<file path="config.mk">
export PLATFORM = sky130hd
export DESIGN_NAME = sc_level_progress_counter
export DESIGN_NICKNAME = d
export VERILOG_FILES = /design/src/rtl/sc_level_progress_counter.sv
export SDC_FILE = /design/constraint.sdc
export NUM_CORES = 1
export LEC_CHECK = 0
export BUFFER_PORTS_ARGS = -buffer_cell sky130_fd_sc_hd__clkbuf_2
export CAP_MARGIN = 20
export CORE_ASPECT_RATIO = 1.25
export CORE_UTILIZATION = 63
export DETAILED_ROUTE_END_ITERATION = 8
export PLACE_DENSITY = 0.94
export SLEW_MARGIN = 10
export SYNTH_ARGS = -nofsm -noshare
export SYNTH_HDL_FRONTEND = slang
export SYNTH_SLANG_ARGS = --single-unit
</file>
<file path="constraint.sdc">
create_clock -name SC_LEVEL_STATEMACHINE_CLOCK_50 -period 4.6 [get_ports SC_LEVEL_STATEMACHINE_CLOCK_50]
set_clock_uncertainty 0.15 [all_clocks]
set_input_delay 0.46 -clock SC_LEVEL_STATEMACHINE_CLOCK_50 [delete_from_list [all_inputs] [get_ports SC_LEVEL_STATEMACHINE_CLOCK_50]]
set_output_delay 0.46 -clock SC_LEVEL_STATEMACHINE_CLOCK_50 [all_outputs]
set_load 0.02 [all_outputs]
</file>
<file path="src/rtl/sc_level_progress_counter.sv">
// sc_level_progress_counter
// Datapath/counter end of the level-control handshake: owns the current level,
// the in-level progress count, the elapsed-tick count and the T0 prescaler.
// All strobe inputs are active low; all outputs are registered.

module sc_level_progress_counter #(
  parameter int unsigned LEVEL_WIDTH     = 3,
  parameter int unsigned PROGRESS_TARGET = 20,
  parameter int unsigned PRESCALER_WIDTH = 26,
  parameter int unsigned T0_PERIOD_L1    = 25000000,
  parameter int unsigned T0_PERIOD_L2    = 12500000,
  parameter int unsigned T0_PERIOD_L3    = 6250000
) (
  input  logic                   SC_LEVEL_STATEMACHINE_CLOCK_50,
  input  logic                   SC_LEVEL_STATEMACHINE_RESET_InHigh,
  input  logic                   Start_InLow,
  input  logic                   LevelFinished_InLow,
  input  logic                   FinishedGame_InLow,
  input  logic                   UpCount_InLow,
  input  logic                   ProgressUpCount_InLow,
  output logic [LEVEL_WIDTH-1:0] CurrentLevel_Out,
  output logic [4:0]             LvlProgressCount_Out,
  output logic [7:0]             ElapsedCount_Out,
  output logic                   T0_OutLow,
  output logic                   Playing_Out
);

  typedef enum logic [1:0] {
    IDLE    = 2'd0,
    PLAY    = 2'd1,
    ADVANCE = 2'd2,
    DONE    = 2'd3
  } state_t;

  localparam logic [LEVEL_WIDTH-1:0]     LEVEL_ZERO   = '0;
  localparam logic [LEVEL_WIDTH-1:0]     LEVEL_ONE    = LEVEL_WIDTH'(1);
  localparam logic [LEVEL_WIDTH-1:0]     LEVEL_TWO    = LEVEL_WIDTH'(2);
  localparam logic [LEVEL_WIDTH-1:0]     LEVEL_THREE  = LEVEL_WIDTH'(3);
  localparam logic [LEVEL_WIDTH-1:0]     LEVEL_END    = LEVEL_WIDTH'(4);
  localparam logic [LEVEL_WIDTH-1:0]     LEVEL_STEP   = LEVEL_WIDTH'(1);
  localparam logic [4:0]                 PROGRESS_MAX = 5'(PROGRESS_TARGET);
  localparam logic [PRESCALER_WIDTH-1:0] PRESC_STEP   = PRESCALER_WIDTH'(1);
  localparam logic [PRESCALER_WIDTH-1:0] LAST_L1      = PRESCALER_WIDTH'(T0_PERIOD_L1 - 1);
  localparam logic [PRESCALER_WIDTH-1:0] LAST_L2      = PRESCALER_WIDTH'(T0_PERIOD_L2 - 1);
  localparam logic [PRESCALER_WIDTH-1:0] LAST_L3      = PRESCALER_WIDTH'(T0_PERIOD_L3 - 1);

  state_t                     state;
  logic [PRESCALER_WIDTH-1:0] prescaler;
  logic [PRESCALER_WIDTH-1:0] prescalerLast;
  logic                       prescalerWrap;
  logic                       startReq;
  logic                       levelFinish;
  logic                       gameFinish;
  logic                       upCount;
  logic                       progressUp;

  assign startReq    = ~Start_InLow;
  assign levelFinish = ~LevelFinished_InLow;
  assign gameFinish  = ~FinishedGame_InLow;
  assign upCount     = ~UpCount_InLow;
  assign progressUp  = ~ProgressUpCount_InLow;

  // Terminal prescaler value for the T0 period of the current level.
  always_comb begin
    prescalerLast = LAST_L1;
    case (CurrentLevel_Out)
      LEVEL_TWO:   prescalerLast = LAST_L2;
      LEVEL_THREE: prescalerLast = LAST_L3;
      default:     prescalerLast = LAST_L1;
    endcase
    prescalerWrap = (prescaler == prescalerLast);
  end

  // Level state machine with registered counters and outputs.
  always_ff @(posedge SC_LEVEL_STATEMACHINE_CLOCK_50 or posedge SC_LEVEL_STATEMACHINE_RESET_InHigh) begin
    if (SC_LEVEL_STATEMACHINE_RESET_InHigh) begin
      state                <= IDLE;
      CurrentLevel_Out     <= LEVEL_ZERO;
      LvlProgressCount_Out <= '0;
      ElapsedCount_Out     <= '0;
      T0_OutLow            <= 1'b1;
      Playing_Out          <= 1'b0;
      prescaler            <= '0;
    end else begin
      case (state)
        IDLE: begin
          LvlProgressCount_Out <= '0;
          ElapsedCount_Out     <= '0;
          prescaler            <= '0;
          T0_OutLow            <= 1'b1;
          Playing_Out          <= 1'b0;
          if (startReq) begin
            CurrentLevel_Out <= LEVEL_ONE;
            state            <= PLAY;
            Playing_Out      <= 1'b1;
          end
        end

        PLAY: begin
          if (levelFinish || gameFinish) begin
            // A finish in the same cycle as a terminal count swallows the tick.
            T0_OutLow   <= 1'b1;
            prescaler   <= '0;
            Playing_Out <= 1'b0;
            if (levelFinish) begin
              LvlProgressCount_Out <= '0;
              ElapsedCount_Out     <= '0;
            end
            if (gameFinish || CurrentLevel_Out == LEVEL_THREE) begin
              CurrentLevel_Out <= LEVEL_END;
              state            <= DONE;
            end else begin
              CurrentLevel_Out <= CurrentLevel_Out + LEVEL_STEP;
              state            <= ADVANCE;
            end
          end else begin
            T0_OutLow   <= ~prescalerWrap;
            prescaler   <= prescalerWrap ? '0 : prescaler + PRESC_STEP;
            Playing_Out <= 1'b1;
            if (progressUp && LvlProgressCount_Out < PROGRESS_MAX)
              LvlProgressCount_Out <= LvlProgressCount_Out + 5'd1;
            if (upCount && ElapsedCount_Out != 8'hFF)
              ElapsedCount_Out <= ElapsedCount_Out + 8'd1;
          end
        end

        ADVANCE: begin
          // Wait for strobe release so one held finish yields one level step.
          prescaler   <= '0;
          T0_OutLow   <= 1'b1;
          Playing_Out <= 1'b0;
          if (!levelFinish) begin
            state       <= PLAY;
            Playing_Out <= 1'b1;
          end
        end

        DONE: begin
          CurrentLevel_Out <= LEVEL_END;
          T0_OutLow        <= 1'b1;
          Playing_Out      <= 1'b0;
          prescaler        <= '0;
        end

        default: begin
          state       <= IDLE;
          T0_OutLow   <= 1'b1;
          Playing_Out <= 1'b0;
        end
      endcase
    end
  end

endmodule
</file>
# Yosys cells after proc, flatten, opt, wreduce, memory -nomap -nowiden
# Cells that the tools add are included.
# word_totals
out_inout_bits	18
input_bits	7
elab_cells	70
reg_bits	46
# classes
n_lt_le_gt_ge	1
muxes	27
add_sub_neg	4
n_reduce_logical	13
bitwise_logic	5
n_eq_ne	13
# ops
operator	n
2-to-1 mux 26 bit	2
case mux 26 bit (2 select lines)	1
case mux 25 bit (2 select lines)	1
adder 26 x 1 -> 26 bit (second input constant)	1
== test 26 bit	1
2-to-1 mux 8 bit	3
case mux 8 bit (2 select lines)	1
2-to-1 mux 5 bit	3
case mux 5 bit (2 select lines)	1
2-to-1 mux 3 bit	3
!= test 3 bit (second input constant)	3
case mux 3 bit (3 select lines)	1
AND reduction 3 bit	3
adder 8 x 1 -> 8 bit (second input constant)	1
!= test 8 bit (second input constant)	1
== test 3 x 2 -> 1 bit (second input constant)	2
2-to-1 mux 2 bit	3
!= test 2 bit (second input constant)	3
case mux 2 bit (3 select lines)	1
nonzero test 3 bit	2
adder 5 x 1 -> 5 bit (second input constant)	1
less-than comparator 5 bit (second input constant)	1
2-to-1 mux 1 bit	5
NOT 1 bit	5
other kinds (11)	14

# Logic depth before layout (Yosys ltp)
# Gate-level depths: netlist of run 1.
# logic_depth
depth_word	6
ltp_mapped	8
ltp_nobuf	7

# Least setup slack after synthesis of run 1
# Ideal clock, no wire load.
# synth_path
kind	register to register
from	reg CurrentLevel_Out[0]
to	reg prescaler[4]
path_stages_with_launch	9
period_less_slack_ps	2193
setup_time_ps	119
required_time_ps	4331
arrival_time_ps	1925
n_path_buf	1
slack_ps	2407
path_cell_list	dfrtp_1 > ha_1 > ha_1 > nor3b_1 > mux2i_1 > o311ai_1 > o21ai_2 > buf_6 > nor2_1
# synth_via
elab_chain_len	6
word_cells_on_any_way	7
classes_between	3 x eq/ne; 4 x mux
# synth_lines
item	line	rtl
start: declaration	21	output logic [LEVEL_WIDTH-1:0] CurrentLevel_Out,
start signal: assignment	113	CurrentLevel_Out <= CurrentLevel_Out + LEVEL_STEP;
== test 3 x 2 -> 1 bit	66	case (CurrentLevel_Out)
case mux 25 bit (2 select lines) *	66	
== test 26 bit *	71	prescalerWrap = (prescaler == prescalerLast);
2-to-1 mux 26 bit *	118	prescaler <= prescalerWrap ? '0 : prescaler + PRESC_STEP;
2-to-1 mux 26 bit *	100	if (levelFinish || gameFinish) begin
case mux 26 bit (2 select lines) *	85	case (state)
end signal: assignment	118	
end: declaration	48	logic [PRESCALER_WIDTH-1:0] prescaler;
# Mark *: on every way between the ends. The rest lies on a longest branch, timed or not.
# A chain may end at the register's enable or synchronous reset.

# Worst setup path after layout of run 1
# layout_path
from	reg CurrentLevel_Out[0]
to	reg prescaler[13]
# Same word-level chain as after synthesis.

==> results of run 1 <==
==> metrics by stage <==
stage,power (mW),utilization [%]
4_1_cts,1.025,71.97
5_1_grt,1.075,71.97
3_3_place_gp,0.7040,68.83
2_1_floorplan,0.6511,-
3_5_place_dp,0.7130,68.83
6_report,1.021,71.97
==> registers in the layout (all words and copies together) (netlist names) <==
register              count
ElapsedCount_Out          8
state                     2
Playing_Out               1
prescaler                26
CurrentLevel_Out          3
T0_OutLow                 1
LvlProgressCount_Out      5
==> final timing paths <==
check / startpoint / to / depth (start not counted)
setup / recovery: CurrentLevel_Out[0] / prescaler[13] / 7
hold / removal: SC_LEVEL_STATEMACHINE_RESET_InHigh / ElapsedCount_Out[5] / 3
setup reg to reg: CurrentLevel_Out[0] / prescaler[13] / 7
hold reg to reg: prescaler[0] / prescaler[0] / 1
max in group asynchronous: SC_LEVEL_STATEMACHINE_RESET_InHigh / T0_OutLow / 3
min in group SC_LEVEL_STATEMACHINE_CLOCK_50: FinishedGame_InLow / ElapsedCount_Out[1] / 3
==> worst max-delay path: cells and delay by family (launching register included) <==
family	cells	cell delay, ns
AO/OA/AOI/OAI	2	0.90
adder cells (fa/ha/maj)	2	0.48
flip-flops	1	0.45
multiplexers	1	0.23
AND/OR/NAND/NOR	2	0.39
==> logic make-up after synthesis <==
logic type | share of synthesized area (%)
compound gates | 10.11
xor+xnor | 10.36
fa+ha+maj | 3.573
buf+inv | 3.216
flops | 47.01
mux | 0.8168
simple gates | 24.91
==> per-layer routing <==
layer  routed length, um  GRT usage (%)
met5                   0              0
met3                 162          6.137
met4                  84          10.85
met2                2825          51.68
met1                1933          29.78
==> power breakdown <==
group          leakage [nW]  switching (mW)  total [mW]  internal [mW]
clock network        0.0563           0.146       0.311          0.165
logic                 0.542           0.130       0.203         0.0727
registers             0.624          0.0678       0.507          0.440
==> final cells by class <==
type / instances / area, um2
Inverter: 9 / 33.78
Clock buffer: 5 / 68.82
Multi-Input combinational cell: 200 / 1220
Timing Repair Buffer: 25 / 127.6
Sequential cell: 46 / 1152
Clock inverter: 3 / 48.80
Tap cell: 40 / 50.05
Fill cell: 294 / 1052
==> Yosys cell counts (all sizes together) (7+ instances only) <==
library cell	n
nor2	47
xnor2	8
nand4	8
and3	8
inv	9
ha	7
a21oi	7
o21ai	17
nand2	19
xor2	21
nand3	19
dfrtp	45
==> run summary, run 1 <==
status -> finished clean
commonest non-fill, non-tap cell in the layout -> nor2_1
Slew headroom -> 41.31%
CTS tree -> built
final slew viol count -> 0
CP peak stage delay -> 0.74 ns
Crit Path Class -> reg2reg
WHS -> 0.09959 ns
chip height -> 71.74 um
Synth Flop Type -> dfrtp_1
largest net degree at the start of global routing -> 47
worst reg2reg setup slack -> 1.85 ns
Cell Count, Final, Fillers Out -> 328
Tot GR Track Use -> 27.64%
CP max-delay cell -> o21ai_2
Cell variety after synth -> 41
die width -> 57.79 um
Area Growth Syn to Fin -> 10.21%
Design Area, Final -> 2701 um2
n_diodes -> 0
worst hold path type -> in2async
Post-CTS Setup Inserts -> 0
GRT Residual Overflow -> 0
vias after detailed routing -> 1965
global-route wire length before repair -> 8618 um
RePlAce Congestion -> 0.8311
Area after DPL -> 2584 um2
Cell Rows -> 25
DRC -> 0
share of the synthesized area in the top cell type -> 45.94%
Fmax -> 364.1 MHz
LEAKAGE -> 1.222 nW
CP arrival -> 2.76 ns
Worst setup SP type -> flip-flop
vias in the first global route -> 1954
max-cap violations -> 0
final cycle utilization of the critical path -> 59.71%
post-synth top area cell -> dfrtp_1
Critical Path Fanout Max -> 22
final setup fails -> 0
CTS clk-pin slew, worst paths -> 0.09 ns
core area -> 3754 um2
H-Tree Depth -> 2
Tightest Pin Transition -> 0.8802 ns
Synth Register Bits -> 46
Post-Syn Nets -> 277
post-route ant nets -> 0
cell seen most often among critical-path stages -> ha_1
Synth area leaders -> dfrtp_1, xor2_1, nor2_1, nand3_1, ha_1
Critical Path RT -> 4.61 ns
Routed WL -> 5006 um
clock tree buffer depth -> 2
Critical Path End Type -> flip-flop
DIE AREA -> 4146 um2
Via-to-Cell Ratio -> 5.991
Ports -> 25
fraction of registers with async set/reset -> 100.0%
Seq/Total Area, Yosys -> 47.01%
Syn Area/Cell -> 9.320 um2
Clock Latency Late Sink -> 0.31 ns
crit path cell chain -> ha_1, ha_1, nor3b_1, mux2i_1, o311ai_1, o21ai_2, nor2_1
Ys Warns -> 0
initial antenna violation count -> 0
Hold Buf Count CTS -> 0
Max VDD drop -> 310.6 uV
unrepaired setup endpoints after global routing -> false
Synth Instances -> 263
Power Dens Cells -> 378.1 nW/um2
share of layout cells above drive strength 1 -> 13.89%
CTS Buf Count -> 5
post-DR wirelength/cell -> 15.26 um
drt initial violations -> 121
placed cells -> 320
most frequent cells in the layout -> nor2_1, dfrtp_1, clkbuf_2, xor2_1
worst slack, placed -> 1.908 ns
first-pass detailed-route iteration total -> 6
worst setup margin -> 1.854 ns
Mapped Area -> 2451 um2
clk root buf -> clkbuf_8
nets -> 301
Final TNS setup -> 0 ns
Final min period -> 2.746 ns
Resize count post-CTS -> 0
input/output buffers -> 24
EDFF count, synth -> 0
DP HPWL -> 3612 um
starting density of the core -> 65.30%
TritonCTS sink count -> 46
Final Hold Vio Count -> 0
Power figures use the tool's default switching activity.
==> inputs of run 2 (changes only) <==
--- a/config.mk
+++ b/config.mk
@@ -8,9 +8,9 @@
 export BUFFER_PORTS_ARGS = -buffer_cell sky130_fd_sc_hd__clkbuf_2
 export CAP_MARGIN = 20
 export CORE_ASPECT_RATIO = 1.25
-export CORE_UTILIZATION = 63
+export CORE_UTILIZATION = 58
 export DETAILED_ROUTE_END_ITERATION = 8
-export PLACE_DENSITY = 0.94
+export PLACE_DENSITY = 0.89
 export SLEW_MARGIN = 10
 export SYNTH_ARGS = -nofsm -noshare
 export SYNTH_HDL_FRONTEND = slang
==> constraint.sdc (replaced) <==
create_clock -name SC_LEVEL_STATEMACHINE_CLOCK_50 -period 2.7 [get_ports SC_LEVEL_STATEMACHINE_CLOCK_50]
set_clock_uncertainty 0.15 [all_clocks]
set_input_delay 0.27 -clock SC_LEVEL_STATEMACHINE_CLOCK_50 [delete_from_list [all_inputs] [get_ports SC_LEVEL_STATEMACHINE_CLOCK_50]]
set_output_delay 0.27 -clock SC_LEVEL_STATEMACHINE_CLOCK_50 [all_outputs]
set_load 0.02 [all_outputs]
==> run 2 against run 1 <==
Global-route usage is 1.4 points lower. Flip-flop and latch count stayed put. Worst setup slack worse by 1.4 ns. Sequential share of layout area is 0.98 points lower. Register-to-register slack worse by 1.4 ns. Sequential power is 70% higher. Cell count is 6.1% higher. Combinational power is 70% higher. Critical endpoint is now prescaler[14]. Largest cell class unchanged.
==> run summary, run 2 (same netlist as run 1, synthesis figures left out) <==
status -> finished clean
Routed WL -> 5224 um (+4.4%)
Hold Path Stages -> 3
Top Registers -> prescaler: 26 flops, ElapsedCount_Out: 8 flops, LvlProgressCount_Out: 5 flops
commonest non-fill, non-tap cell in the layout -> nor2_1
max-cap violations -> 0 (unchanged)
TritonCTS sink count -> 46 (unchanged)
Cell Rows -> 26 (+4.0%)
nets -> 305 (+1.3%)
Fmax -> 438.1 MHz (+20%)
clock tree buffer depth -> 2 (unchanged)
unrepaired setup endpoints after global routing -> false
CP max-delay cell -> dfrtp_1
Via-to-Cell Ratio -> 5.805 (-3.1%)
Critical Path End Type -> flip-flop
FF-to-FF Start -> CurrentLevel_Out[0]
CTS Buf Count -> 5 (unchanged)
starting density of the core -> 60.28% (-5.0 points)
Top reg by flops -> prescaler
cell seen most often among critical-path stages -> ha_1
core area -> 4066 um2 (+8.3%)
DP HPWL -> 3678 um (+1.8%)
largest net degree at the start of global routing -> 24 (-49%)
RePlAce Congestion -> 0.8093 (-2.6%)
Hold Crit Endpoint -> ElapsedCount_Out[1]
vias after detailed routing -> 2020 (+2.8%)
drt initial violations -> 72 (-40%)
CP arrival -> 2.32 ns (-0.44 ns)
CP delay by family, top -> adder cells
worst reg2reg setup slack -> 0.42 ns (-1.44 ns)
CTS clk-pin slew, worst paths -> 0.09 ns (about the same)
Critical R2R Capture -> prescaler[14]
DRC -> 0 (unchanged)
input/output buffers -> 24 (unchanged)
Power Dens Cells -> 622.6 nW/um2 (+65%)
final cycle utilization of the critical path -> 84.54% (+25 points)
Final TNS setup -> 0 ns (unchanged)
share of layout cells above drive strength 1 -> 14.73% (+0.84 points)
Final Hold Vio Count -> 0 (unchanged)
Tot GR Track Use -> 26.24% (-1.4 points)
CP peak stage delay -> 0.43 ns (-0.31 ns)
Slew headroom -> 48.68% (+7.4 points)
Final min period -> 2.283 ns (-0.4638 ns)
Tot Pwr -> 1.722 mW (+69%)
vias in the first global route -> 1991 (+1.9%)
Ports -> 25 (unchanged)
Tightest Pin Transition -> 0.7670 ns (-0.1132 ns)
CTS tree -> built
number of flip-flops under the largest register name -> 26 (unchanged)
post-DR wirelength/cell -> 15.01 um (-1.6%)
Crit Path Class -> reg2reg
die width -> 60.15 um (+4.1%)
first-pass detailed-route iteration total -> 4 (-2)
H-Tree Depth -> 2 (unchanged)
GRT Residual Overflow -> 0 (unchanged)
n_diodes -> 0 (unchanged)
final slew viol count -> 0 (unchanged)
worst hold path type -> in2reg
Critical Path RT -> 2.74 ns (-1.87 ns)
global-route wire length before repair -> 8687 um (+0.80%)
R2R depth -> 8 (+1)
DIE AREA -> 4492 um2 (+8.3%)
Worst setup SP type -> flip-flop
Max VDD drop -> 439.4 uV (+41%)
post-route ant nets -> 0 (unchanged)
Critical Path Fanout Max -> 22 (unchanged)
most frequent cells in the layout -> nor2_1, dfrtp_1, clkbuf_2, xor2_1
Area Growth Syn to Fin -> 12.81%
crit path cell chain -> ha_1, ha_1, nor3b_1, mux2i_1, o311ai_1, o21ai_2, buf_4, nor2_1
Clock Latency Late Sink -> 0.31 ns (about the same)
final setup fails -> 0 (unchanged)
Min-Delay Startpoint -> FinishedGame_InLow
Post-CTS Setup Inserts -> 0 (unchanged)
initial antenna violation count -> 0 (unchanged)
clk root buf -> clkbuf_8
LEAKAGE -> 1.249 nW (+2.2%)
chip height -> 74.68 um (+4.1%)
buffer and inverter count on the worst path -> 1 (+1)
run 2: changes by cell type in the layout (fill, tap and decap cells not counted):
cell	change
buf_4	+2
clkinv_2	+2
buf_16	+1
clkinvlp_4	-1
dlygate4sd3_1	+1
inv_8	-1
run 2: final cells by class:
cell class	count	area, um2
clock inverters	3	40.04
clock buffers	5	68.82
repair buffers	29	180.2
flip-flops and latches	46	1152
inverters	9	33.78
well taps	56	70.07
multi-input cells	200	1220
fillers	317	1301
run 2: metal layers:
layer / wire length, um / track usage, %
met1: 2127 / 27.86
met2: 2665 / 46.76
met3: 215 / 6.186
met4: 216 / 14.99
met5: 0 / 0
run 2: timing repair:
| action | 4_1_cts | 5_1_grt |
|---|---|---|
| hold buffers | 1 | 0 |
| resized for setup | 0 | 0 |
| hold endpoints to repair | 9 | 0 |
run 2: worst reg2reg max path, cell delays in order, from the launching register on:
cell and delay (ns):
dfrtp_1 0.43, ha_1 0.24, ha_1 0.24, nor3b_1 0.24, mux2i_1 0.21, o311ai_1 0.14, o21ai_2 0.16, buf_4 0.26
nor2_1 0.10
run 2: worst max path at each step:
stage | from | end | slack, ns | cells past startpoint
after global routing | CurrentLevel_Out[0] | prescaler[14] | 0.24 | 8
final | CurrentLevel_Out[0] | prescaler[14] | 0.42 | 8
after global placement | CurrentLevel_Out[0] | prescaler[17] | 0.52 | 8
after detailed placement | CurrentLevel_Out[0] | prescaler[20] | 0.45 | 8
after floorplan | CurrentLevel_Out[0] | prescaler[4] | 0.51 | 8
after CTS | CurrentLevel_Out[0] | prescaler[14] | 0.42 | 8
run 2: power by group:
group | switching, mW | total (mW) | internal (mW)
Clock | 0.242 | 0.515 | 0.273
Sequential | 0.111 | 0.860 | 0.749
Combinational | 0.215 | 0.346 | 0.131
Total | 0.569 | 1.72 | 1.15
run 2: metrics by stage:
stage	instance area (um2)	std cells	hold slack (ns)	utilization (%)	worst slack, ns
4_1_cts	2765	348	0.1272	68.00	0.4163
5_1_grt	2765	348	0.1329	68.00	0.2391
3_5_place_dp	2646	339	0.08933	65.08	0.4489
3_3_place_gp	2619	338	0.2972	64.40	0.5178
6_report	2765	348	0.1312	68.00	0.4174
2_1_floorplan	2451	263	0.2527	-	0.5068
==> inputs of run 3 (changes only) <==
--- a/config.mk
+++ b/config.mk
@@ -8,9 +8,9 @@
 export BUFFER_PORTS_ARGS = -buffer_cell sky130_fd_sc_hd__clkbuf_2
 export CAP_MARGIN = 20
 export CORE_ASPECT_RATIO = 1.25
-export CORE_UTILIZATION = 58
+export CORE_UTILIZATION = 53
 export DETAILED_ROUTE_END_ITERATION = 8
-export PLACE_DENSITY = 0.89
+export PLACE_DENSITY = 0.86
 export SLEW_MARGIN = 10
 export SYNTH_ARGS = -nofsm -noshare
 export SYNTH_HDL_FRONTEND = slang
==> constraint.sdc (replaced) <==
create_clock -name SC_LEVEL_STATEMACHINE_CLOCK_50 -period 2.1 [get_ports SC_LEVEL_STATEMACHINE_CLOCK_50]
set_clock_uncertainty 0.15 [all_clocks]
set_input_delay 0.21 -clock SC_LEVEL_STATEMACHINE_CLOCK_50 [delete_from_list [all_inputs] [get_ports SC_LEVEL_STATEMACHINE_CLOCK_50]]
set_output_delay 0.21 -clock SC_LEVEL_STATEMACHINE_CLOCK_50 [all_outputs]
set_load 0.02 [all_outputs]
==> run 3 against run 2 <==
The flow now finishes with violations (setup timing). Maximum frequency rose by 5.9%. Total power grew 39%. Final area up 7.3%. Utilization is 0.97 points lower. Clock power up 30%. First-iteration DRC count grew to 3.6 times the previous value. Combinational power increased by 88%. Global-route usage decreased by 1.1 points. Sequential power grew 24%. Critical path depth up 1. Largest power group unchanged.
==> run summary, run 3 (same netlist as run 1, synthesis figures left out) <==
Tightest Pin Transition -> 0.5838 ns (-0.1832 ns)
Design Area, Final -> 2967 um2 (+7.3%)
multi-input logic area -> 1308 um2 (+7.2%)
GRT Residual Overflow -> 0 (unchanged)
Final Hold Vio Count -> 0 (unchanged)
Tot GR Track Use -> 25.15% (-1.1 points)
global-route wire length before repair -> 9528 um (+9.7%)
FF-to-FF Start -> CurrentLevel_Out[1]
largest net degree at the start of global routing -> 27 (+13%)
post-DR wirelength/cell -> 15.49 um (+3.2%)
CTS clk-pin slew, worst paths -> 0.09 ns (about the same)
post-route ant nets -> 0 (unchanged)
worst hold path type -> in2reg
Worst setup SP type -> flip-flop
failing checks -> setup timing
Crit Path Class -> reg2reg
RePlAce Congestion -> 0.8844 (+9.3%)
nets -> 318 (+4.3%)
clock tree buffer depth -> 2 (unchanged)
drt initial violations -> 258 (+260%)
worst setup path endpoint -> prescaler[5]
Routed WL -> 5622 um (+7.6%)
final setup fails -> 22 (+22)
Via-to-Cell Ratio -> 5.782 (-0.38%)
Final min period -> 2.156 ns (-0.1271 ns)
core area -> 4425 um2 (+8.8%)
DIE AREA -> 4902 um2 (+9.1%)
n_diodes -> 0 (unchanged)
input/output buffers -> 24 (unchanged)
Critical Path End Type -> flip-flop
vias in the first global route -> 2068 (+3.9%)
Slew headroom -> 61.03% (+12 points)
DP HPWL -> 3877 um (+5.4%)
Critical R2R Capture -> prescaler[5]
DRC -> 0 (unchanged)
number of flip-flops under the largest register name -> 26 (unchanged)
Fmax -> 463.9 MHz (+5.9%)
Critical Path Fanout Max -> 7 (-68%)
Ports -> 25 (unchanged)
Power Dens Cells -> 804.0 nW/um2 (+29%)
Critical Path RT -> 2.14 ns (-0.60 ns)
CP arrival -> 2.19 ns (-0.13 ns)
Top reg by flops -> prescaler
status -> finished, violations left
R2R depth -> 9 (+1)
final cycle utilization of the critical path -> 102.6% (+18 points)
fill count -> 359 (+13%)
worst slack, placed -> -0.03331 ns (-0.4822 ns)
Clock Latency Late Sink -> 0.31 ns (about the same)
final core utilization -> 67.03% (-0.97 points)
final slew viol count -> 0 (unchanged)
TritonCTS sink count -> 46 (unchanged)
CTS tree -> built
Final TNS setup -> -0.9739 ns (-0.9739 ns)
Top Registers -> prescaler: 26 flops, ElapsedCount_Out: 8 flops, LvlProgressCount_Out: 5 flops
most frequent cells in the layout -> dfrtp_1, nor2_1, clkbuf_2, xor2_1
Area after DPL -> 2709 um2 (+2.4%)
worst reg2reg setup slack -> -0.06 ns (-0.47 ns)
share of layout cells above drive strength 1 -> 24.26% (+9.5 points)
Area Growth Syn to Fin -> 21.03%
LEAKAGE -> 1.312 nW (+5.0%)
max-cap violations -> 0 (unchanged)
CTS Buf Count -> 5 (unchanged)
unrepaired setup endpoints after global routing -> true
chip height -> 78.03 um (+4.5%)
vias after detailed routing -> 2099 (+3.9%)
Cell Rows -> 27 (+3.8%)
initial antenna violation count -> 0 (unchanged)
commonest non-fill, non-tap cell in the layout -> dfrtp_1
first-pass detailed-route iteration total -> 4 (unchanged)
H-Tree Depth -> 2 (unchanged)
die width -> 62.83 um (+4.5%)
Max VDD drop -> 593.2 uV (+35%)
clk root buf -> clkbuf_8
starting density of the core -> 55.39% (-4.9 points)
crit path from -> CurrentLevel_Out[1]
worst setup margin -> -0.05552 ns (-0.4729 ns)
flip-flop and latch area -> 1155 um2 (+0.22%)
[run 3: cell count changes in the layout (fill, tap and decap cells not counted), moves of 3 or more]
cell    change
nor2_2      +7
buf_6       +4
ha_4        +3
ha_1        -3
buf_4       +9
nor2_1      -8
[run 3: cell type report]
class	count	share of cell area, %
clock buffers	5	2.320
clock inverters	3	1.476
multi-input cells	200	44.07
well taps	58	2.446
flip-flops and latches	46	38.93
repair buffers	42	9.616
inverters	9	1.139
[run 3: what timing repair did]
action / in CTS / in global routing
setup buffers: 3 / 1
gates cloned: 1 / 0
hold endpoints to repair: 25 / 0
endpoints found under the setup margin: 15 / 22
hold buffers: 1 / 0
resized for setup: 14 / 10
pin swaps: 4 / 7
[run 3: worst min-delay path by stage]
stage	startpoint	endpoint	slack [ns]	depth (start not counted)
after CTS	FinishedGame_InLow	ElapsedCount_Out[1]	0.07	3
final	FinishedGame_InLow	ElapsedCount_Out[1]	0.07	3
after global routing	FinishedGame_InLow	ElapsedCount_Out[1]	0.1	3
after detailed placement	SC_LEVEL_STATEMACHINE_RESET_InHigh	LvlProgressCount_Out[3]	0.14	2
after floorplan	FinishedGame_InLow	ElapsedCount_Out[1]	0.19	2
after global placement	SC_LEVEL_STATEMACHINE_RESET_InHigh	LvlProgressCount_Out[3]	0.14	2
[run 3: worst max-delay path: stages, from the launching register on]
cell and delay, ns:
dfrtp_2 0.44, ha_4 0.18, ha_4 0.17, buf_4 0.13, xnor2_1 0.12, and3_1 0.20
o2111ai_2 0.14, o21ai_2 0.28, buf_6 0.19, nor2_2 0.04
[run 3: through the flow]
stage | hold slack [ns] | std cells | power [mW]
2_1_floorplan | 0.1927 | 263 | 1.431
3_3_place_gp | 0.1447 | 349 | 1.626
3_5_place_dp | 0.1444 | 349 | 1.653
4_1_cts | 0.06926 | 362 | 2.367
5_1_grt | 0.09645 | 363 | 2.512
6_report | 0.06512 | 363 | 2.385
[run 3: where the power goes]
group | total, mW | switching, mW | internal [mW]
Sequential | 1.07 | 0.0986 | 0.967
Combinational | 0.649 | 0.386 | 0.263
Clock | 0.671 | 0.314 | 0.357
Total | 2.39 | 0.799 | 1.59
[run 3: metal layers]
metal | track usage (%) | vias to the layer above | part of all wire, %
met2 | 44.67 | 53 | 54
li1 | - | 998 | -
met4 | 10.93 | 0 | 2.6
met1 | 29.43 | 1034 | 40
met5 | 0 | - | 0
met3 | 4.651 | 14 | 3.1
